==> src/rtl/abox_inv_serial.sv <==
// Masked inverse PRINCE affine nibble layer on a SHARES-way Boolean-shared 64-bit state, NIB_PER_CYC nibbles per cycle.
// Optional macro ABOX_INV_FWD_EN adds i_dir to select the forward map (i_dir=0) at run time.
module abox_inv_serial #(
   parameter int SHARES      = 5,
   parameter int NIB_PER_CYC = 4
) (
   input  logic                  i_clk,
   input  logic                  i_rst_n,
   input  logic                  i_in_valid,
   output logic                  o_in_ready,
   input  logic [64*SHARES-1:0]  i_in_state,
`ifdef ABOX_INV_FWD_EN
   input  logic                  i_dir,
`endif
   output logic                  o_out_valid,
   input  logic                  i_out_ready,
   output logic [64*SHARES-1:0]  o_out_state,
   output logic                  o_busy
);

   localparam int W     = 64 * SHARES;
   localparam int STEPS = 16 / NIB_PER_CYC;
   localparam int CW    = (STEPS > 1) ? $clog2(STEPS) : 1;
   localparam logic [CW-1:0] LAST = CW'(STEPS - 1);

   if (SHARES < 1 || !(NIB_PER_CYC == 1 || NIB_PER_CYC == 2 || NIB_PER_CYC == 4 ||
                       NIB_PER_CYC == 8 || NIB_PER_CYC == 16)) begin : g_bad_param
      $error("abox_inv_serial: SHARES must be >= 1 and NIB_PER_CYC one of 1,2,4,8,16");
   end

   typedef enum logic [1:0] {
      S_IDLE = 2'd0,
      S_BUSY = 2'd1,
      S_DONE = 2'd2
   } state_t;

   state_t          r_state;
   state_t          w_state_next;
   logic [W-1:0]    r_st;
   logic [W-1:0]    w_st_next;
   logic [CW-1:0]   r_cnt;
   logic            w_accept;
   logic            w_step;
   logic            w_last;
`ifdef ABOX_INV_FWD_EN
   logic            r_dir;
`endif

   // ---------------- FSM: state register ----------------
   always_ff @(posedge i_clk) begin
      if (!i_rst_n) begin
         r_state <= S_IDLE;
      end else begin
         r_state <= w_state_next;
      end
   end

   // ---------------- FSM: next state ----------------
   always_comb begin
      w_state_next = r_state;
      case (r_state)
         S_IDLE:  if (w_accept) w_state_next = S_BUSY;
         S_BUSY:  if (w_last) w_state_next = S_DONE;
         S_DONE:  if (i_out_ready) w_state_next = S_IDLE;
         default: w_state_next = S_IDLE;
      endcase
   end

   // ---------------- FSM: outputs ----------------
   always_comb begin
      o_in_ready  = (r_state == S_IDLE) && i_rst_n;
      o_out_valid = (r_state == S_DONE);
      o_busy      = (r_state != S_IDLE);
      o_out_state = (r_state == S_DONE) ? r_st : '0;
      w_accept    = o_in_ready && i_in_valid;
      w_step      = (r_state == S_BUSY);
      w_last      = w_step && (r_cnt == LAST);
   end

   // ---------------- shared state and nibble counter ----------------
   always_ff @(posedge i_clk) begin
      if (!i_rst_n) begin
         r_st  <= '0;
         r_cnt <= '0;
`ifdef ABOX_INV_FWD_EN
         r_dir <= 1'b0;
`endif
      end else if (w_accept) begin
         r_st  <= i_in_state;
         r_cnt <= '0;
`ifdef ABOX_INV_FWD_EN
         r_dir <= i_dir;
`endif
      end else if (w_step) begin
         r_st  <= w_st_next;
         r_cnt <= w_last ? '0 : r_cnt + 1'b1;
      end
   end

   // Per-nibble transform; the affine constant lands on share 0 only so every
   // other share sees just the linear part and shares never mix.
   genvar gs, gn;
   for (gs = 0; gs < SHARES; gs++) begin : g_share
      for (gn = 0; gn < 16; gn++) begin : g_nib
         localparam logic [CW-1:0] GRP   = CW'(gn / NIB_PER_CYC);
         localparam logic [3:0]    INV_K = (gs == 0) ? 4'b1011 : 4'b0000;
         logic [3:0] w_z;
         logic [3:0] w_inv;
         logic [3:0] w_nib;

         assign w_z   = r_st[64*gs + 4*gn +: 4];
         assign w_inv = {w_z[2], w_z[3], w_z[0], w_z[0] ^ w_z[1] ^ w_z[3]} ^ INV_K;
`ifdef ABOX_INV_FWD_EN
         localparam logic [3:0] FWD_K = (gs == 0) ? 4'b0101 : 4'b0000;
         logic [3:0] w_fwd;
         assign w_fwd = {w_z[2], w_z[3], w_z[0] ^ w_z[1] ^ w_z[2], w_z[1]} ^ FWD_K;
         assign w_nib = r_dir ? w_inv : w_fwd;
`else
         assign w_nib = w_inv;
`endif
         assign w_st_next[64*gs + 4*gn +: 4] = (r_cnt == GRP) ? w_nib : w_z;
      end
   end

endmodule

==> config.mk <==
export PLATFORM = sky130hd
export DESIGN_NAME = abox_inv_serial
export DESIGN_NICKNAME = d
export VERILOG_FILES = /design/src/rtl/abox_inv_serial.sv
export SDC_FILE = /design/constraint.sdc
export NUM_CORES = 1
export LEC_CHECK = 0
export BUFFER_PORTS_ARGS = -buffer_cell sky130_fd_sc_hd__buf_2
export CORE_AREA = 2 2 249 251
export DETAILED_ROUTE_END_ITERATION = 8
export DIE_AREA = 0 0 251 253
export SLEW_MARGIN = 20
export SYNTH_ARGS = -nofsm -noshare
export SYNTH_HDL_FRONTEND = slang
export SYNTH_SLANG_ARGS = --single-unit
==> constraint.sdc <==
create_clock -name i_clk -period 3.3 [get_ports i_clk]
set_input_delay 0.495 -clock i_clk [delete_from_list [all_inputs] [get_ports i_clk]]
set_output_delay 0.495 -clock i_clk [all_outputs]
set_load 0.1 [all_outputs]
Word level (Yosys, flattened, before mapping)
Index checks and enable logic that the tools add are counted.
- register bits after elaboration: 324
- input port bits: 324
- output and inout port bits: 323
- logic and storage cells: 297
- add/sub/neg operators: 1
- equality and inequality tests: 8
- mux-type cells: 88
- bitwise logic cells: 177
- reduce and logical (&&, ||, !) cells: 17
- operators by type and width (operator ; number):
    320-bit 2-to-1 mux ; 3
    4-bit 2-to-1 mux ; 80
    1-bit XOR ; 160
    3-bit NOT ; 16
    2-bit nonzero test ; 6
    2-bit 2-to-1 mux ; 4
    2-bit AND reduction ; 4
    2-bit == test (second input constant) ; 3
    2-bit case mux with 3 select lines ; 1
    2-bit by 1-bit == test with 1-bit output (second input constant) ; 2
    2-bit logical NOT ; 2
    2-bit by 1-bit != test with 1-bit output (second input constant) ; 2
    1-bit logical AND ; 3
    3-bit AND reduction ; 1
    2-bit by 1-bit adder with 2-bit output (second input constant) ; 1
    2-bit != test (second input constant) ; 1
    2-bit OR reduction ; 1
    1-bit NOT ; 1

Logic depth before layout (Yosys ltp)
- depth after elaboration: 6
- depth in mapped cells: 9
- gate-level depth less buffers: 6

Worst setup path after synthesis
OpenSTA, ideal clock, no wires.
- path kind: register -> output
- start point: register r_state[0]
- end point: output o_in_ready
- data arrival time: 2.724 ns
- data required time: 2.805 ns
- path slack: 0.081 ns
- stages on the path, launching flop included: 6
- buffers on the path: 2
- cell sequence: dfxtp_1 > buf_4 > buf_4 > nor2_1 > inv_1 > nor2_1
- cells in the longest elaborated chain, start to end: 2
- ends and longest elaborated chain (item ; RTL line ; RTL):
    from (decl) ; 37 ; state_t r_state;
    from (signal assigned) ; 54 ; r_state <= w_state_next;
    2-bit logical NOT ; 71 ; o_in_ready = (r_state == S_IDLE) && i_rst_n;
    1-bit logical AND ; 71 ;
    to (decl) ; 10 ; output logic o_in_ready,
No other way between the ends.

Worst setup path after layout
- start point: register r_state[1]
- end point: output o_out_state[238]
- cells in the longest elaborated chain, start to end: 2
- ends and longest elaborated chain (item ; RTL line ; RTL):
    2-bit == test ; 74 ; o_out_state = (r_state == S_DONE) ? r_st : '0;
    320-bit 2-to-1 mux ; 74 ;
    to (decl) ; 17 ; output logic [64*SHARES-1:0] o_out_state,
No other way between the ends.

==> parameters.txt <==
Parameter                              Value

Synth
  Cell area after synthesis ... 17640 um^2
  Dominant synthesized flop cell ... dfxtp_1
  Cells after synthesis ... 2293
  Post-synthesis cell type count ... 51
  Mapped Nets ... 2621
  Ys async rst share ... 0%
  Library cell with the largest summed area after synthesis ... dfxtp_1
  Sequential element share of the synthesized area ... 36.76%
  Post-synthesis register bit count ... 324
  Number of synthesized flops with an enable pin ... 0
  Mean area per synthesized cell ... 7.694 um^2
  Warnings from Yosys ... 0
  Leading post-synthesis cells by cell area ... dfxtp_1 (37%), and2_1 (12%), nand2_1 (7.8%), a21oi_1 (6.0%), a32oi_1 (5.7%)
  Portion of synthesized cell area occupied by the leading cell type ... 36.76%

Route
  Count of antenna-violating nets left after detailed routing ... 0
  Detailed-route wire length per cell ... 20.48 um
  Via count normalized by instance count ... 5.230
  Total wire length ... 74500 um
  Initial detailed-routing violation count ... 1491
  Initial DRT Pass Iterations ... 6
  Via count of the routed design ... 19026
  Total DRC errors in the routed layout ... 0

Final layout
  Area growth from synthesis to layout ... 45.71%
  Number of nets at the end of the flow ... 3135
  Count of fill cells added during filler insertion ... 6092
  Share of post-route cells with drive strength above 1 ... 29.90%
  Finished Core Util ... 42.12%

Placement
  Placer Congestion ... 0.8759
  Port Buffer Count ... 646
  Final HPWL DP ... 52180 um

Critical path
  Slowest stage cell, crit path ... dfxtp_4
  Worst R2R Start ... r_state[1]$_SDFFE_PN0P_
  Top cell by count, worst path ... buf_12
  Critical Path Sink Type ... primary output
  Dominant delay contributor by cell family on the critical path ... buffers and inverters
  CP Cell Sequence ... nor2b_4 -> buf_12 -> buf_4 -> and2_1 -> buf_12
  Worst R2R End ... r_st[76]$_SDFFE_PN0P_
  Sort of element at the start of the critical path ... flop
  Largest fanout on the critical path ... 89
  Type of the worst setup path ... reg2out
  Critical Path AT ... 2.60 ns
  Internal reg-to-reg setup slack ... 0.65 ns
  Critical path buffers and inverters ... 3
  R2R depth ... 6
  CP max stage delay ... 0.63 ns
  Worst path required time ... 2.80 ns

Min path
  Capture endpoint of the worst hold path ... r_st[68]$_SDFFE_PN0P_
  Startpoint of the tightest hold check path ... i_in_state[68]
  Number of cells on the worst hold path ... 3
  Path class of the lowest-slack min-delay path ... in2reg

CTS
  CTS tree ... built
  Number of buffers inserted to repair setup after CTS ... 0
  CTS clk-pin slew, worst paths ... 0.06 ns
  H-tree depth ... 2
  Clock buffer count from CTS ... 40
  Clock sink total ... 324
  Cell chosen for the clock root ... clkbuf_16
  Clock tree buffer depth ... 3
  Insertion delay of the later-clocked pin in the worst-skew pair ... 0.55 ns

Timing
  Slew Limit Headroom ... 51.54%
  Final number of max-transition violations ... 0
  Final number of setup-violating endpoints ... 0
  Final total negative setup slack ... 0 ns
  Transition time at the pin with the least slew margin ... 0.7269 ns
  Setup repair after global routing missed its margin ... no
  Fraction of the cycle the final worst path needs ... 93.70%
  Peak Freq ... 0.3234 GHz
  Worst clock skew ... 0.01669 ns
  Final-report hold violation count ... 0
  Minimum hold slack ... 0.1772 ns
  Period minus WS final ... 3.092 ns

Die
  FP Rows ... 91
  Area of the die ... 63500 um^2
  Die width ... 251 um
  Die Y ... 253 um
  Number of placed I/O pins ... 647
  Core outline area ... 61030 um^2
  Starting utilization of the core area ... 28.91%

GRT
  Wire length of the first global-routing pass ... 111600 um
  Via count of the first global-routing pass ... 17736
  Overflow after GRT ... 0
  Tot GR Track Use ... 22.36%
  Pin count of the biggest net entering global routing ... 125
  Initial antenna violation count ... 25

Power and ir drop
  Clock share of power ... 43.1%
  Total design power ... 10.46 mW
  Fraction of power spent switching nets ... 28.36%
  Fraction of power consumed by combinational cells ... 13.4%
  Power per Cell Area ... 406.9 nW/um^2
  Net load switching power ... 2.967 mW
  Relative contribution of sequential cells to total power ... 43.4%
  Leakage ... 10.13 nW
  Maximum ir drop on the vdd rail ... 0.3513 mV
  Cell-internal power ... 7.494 mW

Run status
  Status ... finished clean

Job
  Maximum Capacitance Violations ... 0
## worst max path at each step
stage	start	endpoint	slack, ns	cells past startpoint
3_3_place_gp	r_state[1]$_SDFFE_PN0P_	r_st[72]$_SDFFE_PN0P_	0.62	6
6_report	r_state[1]$_SDFFE_PN0P_	o_out_state[238]	0.21	5
3_5_place_dp	r_state[1]$_SDFFE_PN0P_	r_st[72]$_SDFFE_PN0P_	0.64	6
2_1_floorplan	r_state[0]$_SDFFE_PN0P_	o_in_ready	0.08	5
5_1_grt	r_state[1]$_SDFFE_PN0P_	o_out_state[238]	0.008	5
4_1_cts	r_state[1]$_SDFFE_PN0P_	o_out_state[47]	0.05	5
## cell families after synthesis
group,after synthesis,share of synthesized area [%]
AOI/OAI and AO/OA,686,24.59
xor gates and xnor gates,95,4.716
adders and majority gates,4,0.2837
buffers and inverters,248,6.340
DFF,324,36.76
muxes,2,0.1135
and+or+nand+nor,934,27.19
## stage by stage
stage               worst slack [ns]  cell area, um^2  instances
floorplan                    0.08093            17640       2293
global placement              0.6210            24350       3555
detailed placement            0.6419            24350       3555
CTS                          0.04988            25670       3623
global route                0.007636            25710       3638
finish                        0.2080            25710       3638
## power groups by stage
stage          clock network [mW]  logic [mW]  registers (mW)
2_1_floorplan                   0       0.960            4.49
3_3_place_gp                    0        1.38            4.62
3_5_place_dp                    0        1.40            4.62
4_1_cts                      4.60        1.41            4.54
5_1_grt                      4.75        1.57            4.58
6_report                     4.51        1.41            4.54
## layout by cell type (no fill, tap or decap), drive strengths merged, types with 4 or more instances in the layout
cell,instances
buf,692
nand2,368
and2,328
dfxtp,324
a21oi,211
o21ai,127
a32oi,114
a31oi,107
or2,102
xnor2,72
clkbuf,55
nor2,54
o211ai,50
nor3,37
a22oi,37
inv,30
xor2,23
diode,15
or3,15
o22ai,10
o31a,10
nand2b,8
clkinv,7
nand3,6
a211oi,5
a221oi,4
ha,4
and3b,4
## area by class of cell
class	count	area, um^2	area share (%)
well taps	790	988.4	3.845
flip-flops and latches	324	6494	25.26
inverters	28	112.6	0.4380
clock inverters	13	153.9	0.5987
diodes	15	37.54	0.1460
repair buffers	692	6693	26.03
multi-input cells	1721	10070	39.17
clock buffers	55	1159	4.507
## flip-flops by register name (all words and copies together) (netlist names)
register,count
r_state,2
r_cnt,2
r_st,320
## worst register-to-register path, delay by kind of cell, from the launching register on
kind,cells,cell delay [ns]
AOI/OAI and AO/OA,1,0.35
buffers and inverters,2,1.08
DFF,1,0.63
and+or+nand+nor,3,0.45
## cell usage after synthesis, drive strengths merged (3+ instances only)
cell type and instances:
nor3 37, a211oi 5, a221oi 4, dfxtp 324, nand2 368, o22ai 10, o31a 10, a32oi 114
nor2 54, nand3 6, or2 102, and3b 4, or3 15, xor2 23, a22oi 37, a21oi 211
and2 328, ha 4, inv 28, xnor2 72, nand2b 8, a31oi 107, buf 100, o211ai 50
clkbuf 120, nand3b 3, o21ai 127
## per-layer routing
metal,wire length [um],vias to the layer above,global-route usage (%),share of wire [%]
met5,135,-,0,0.18
met4,2307,20,7.874,3.1
met3,5884,143,5.798,7.9
met2,36280,826,37.82,49
met1,29900,9038,27.43,40
li1,-,8999,-,-
## repair_timing
item	in CTS	in global routing
resized for setup	0	1
hold endpoints to repair	0	0
hold buffers	0	0
endpoints found under the setup margin	0	26
No activity file was read; power rests on OpenSTA's default activity.
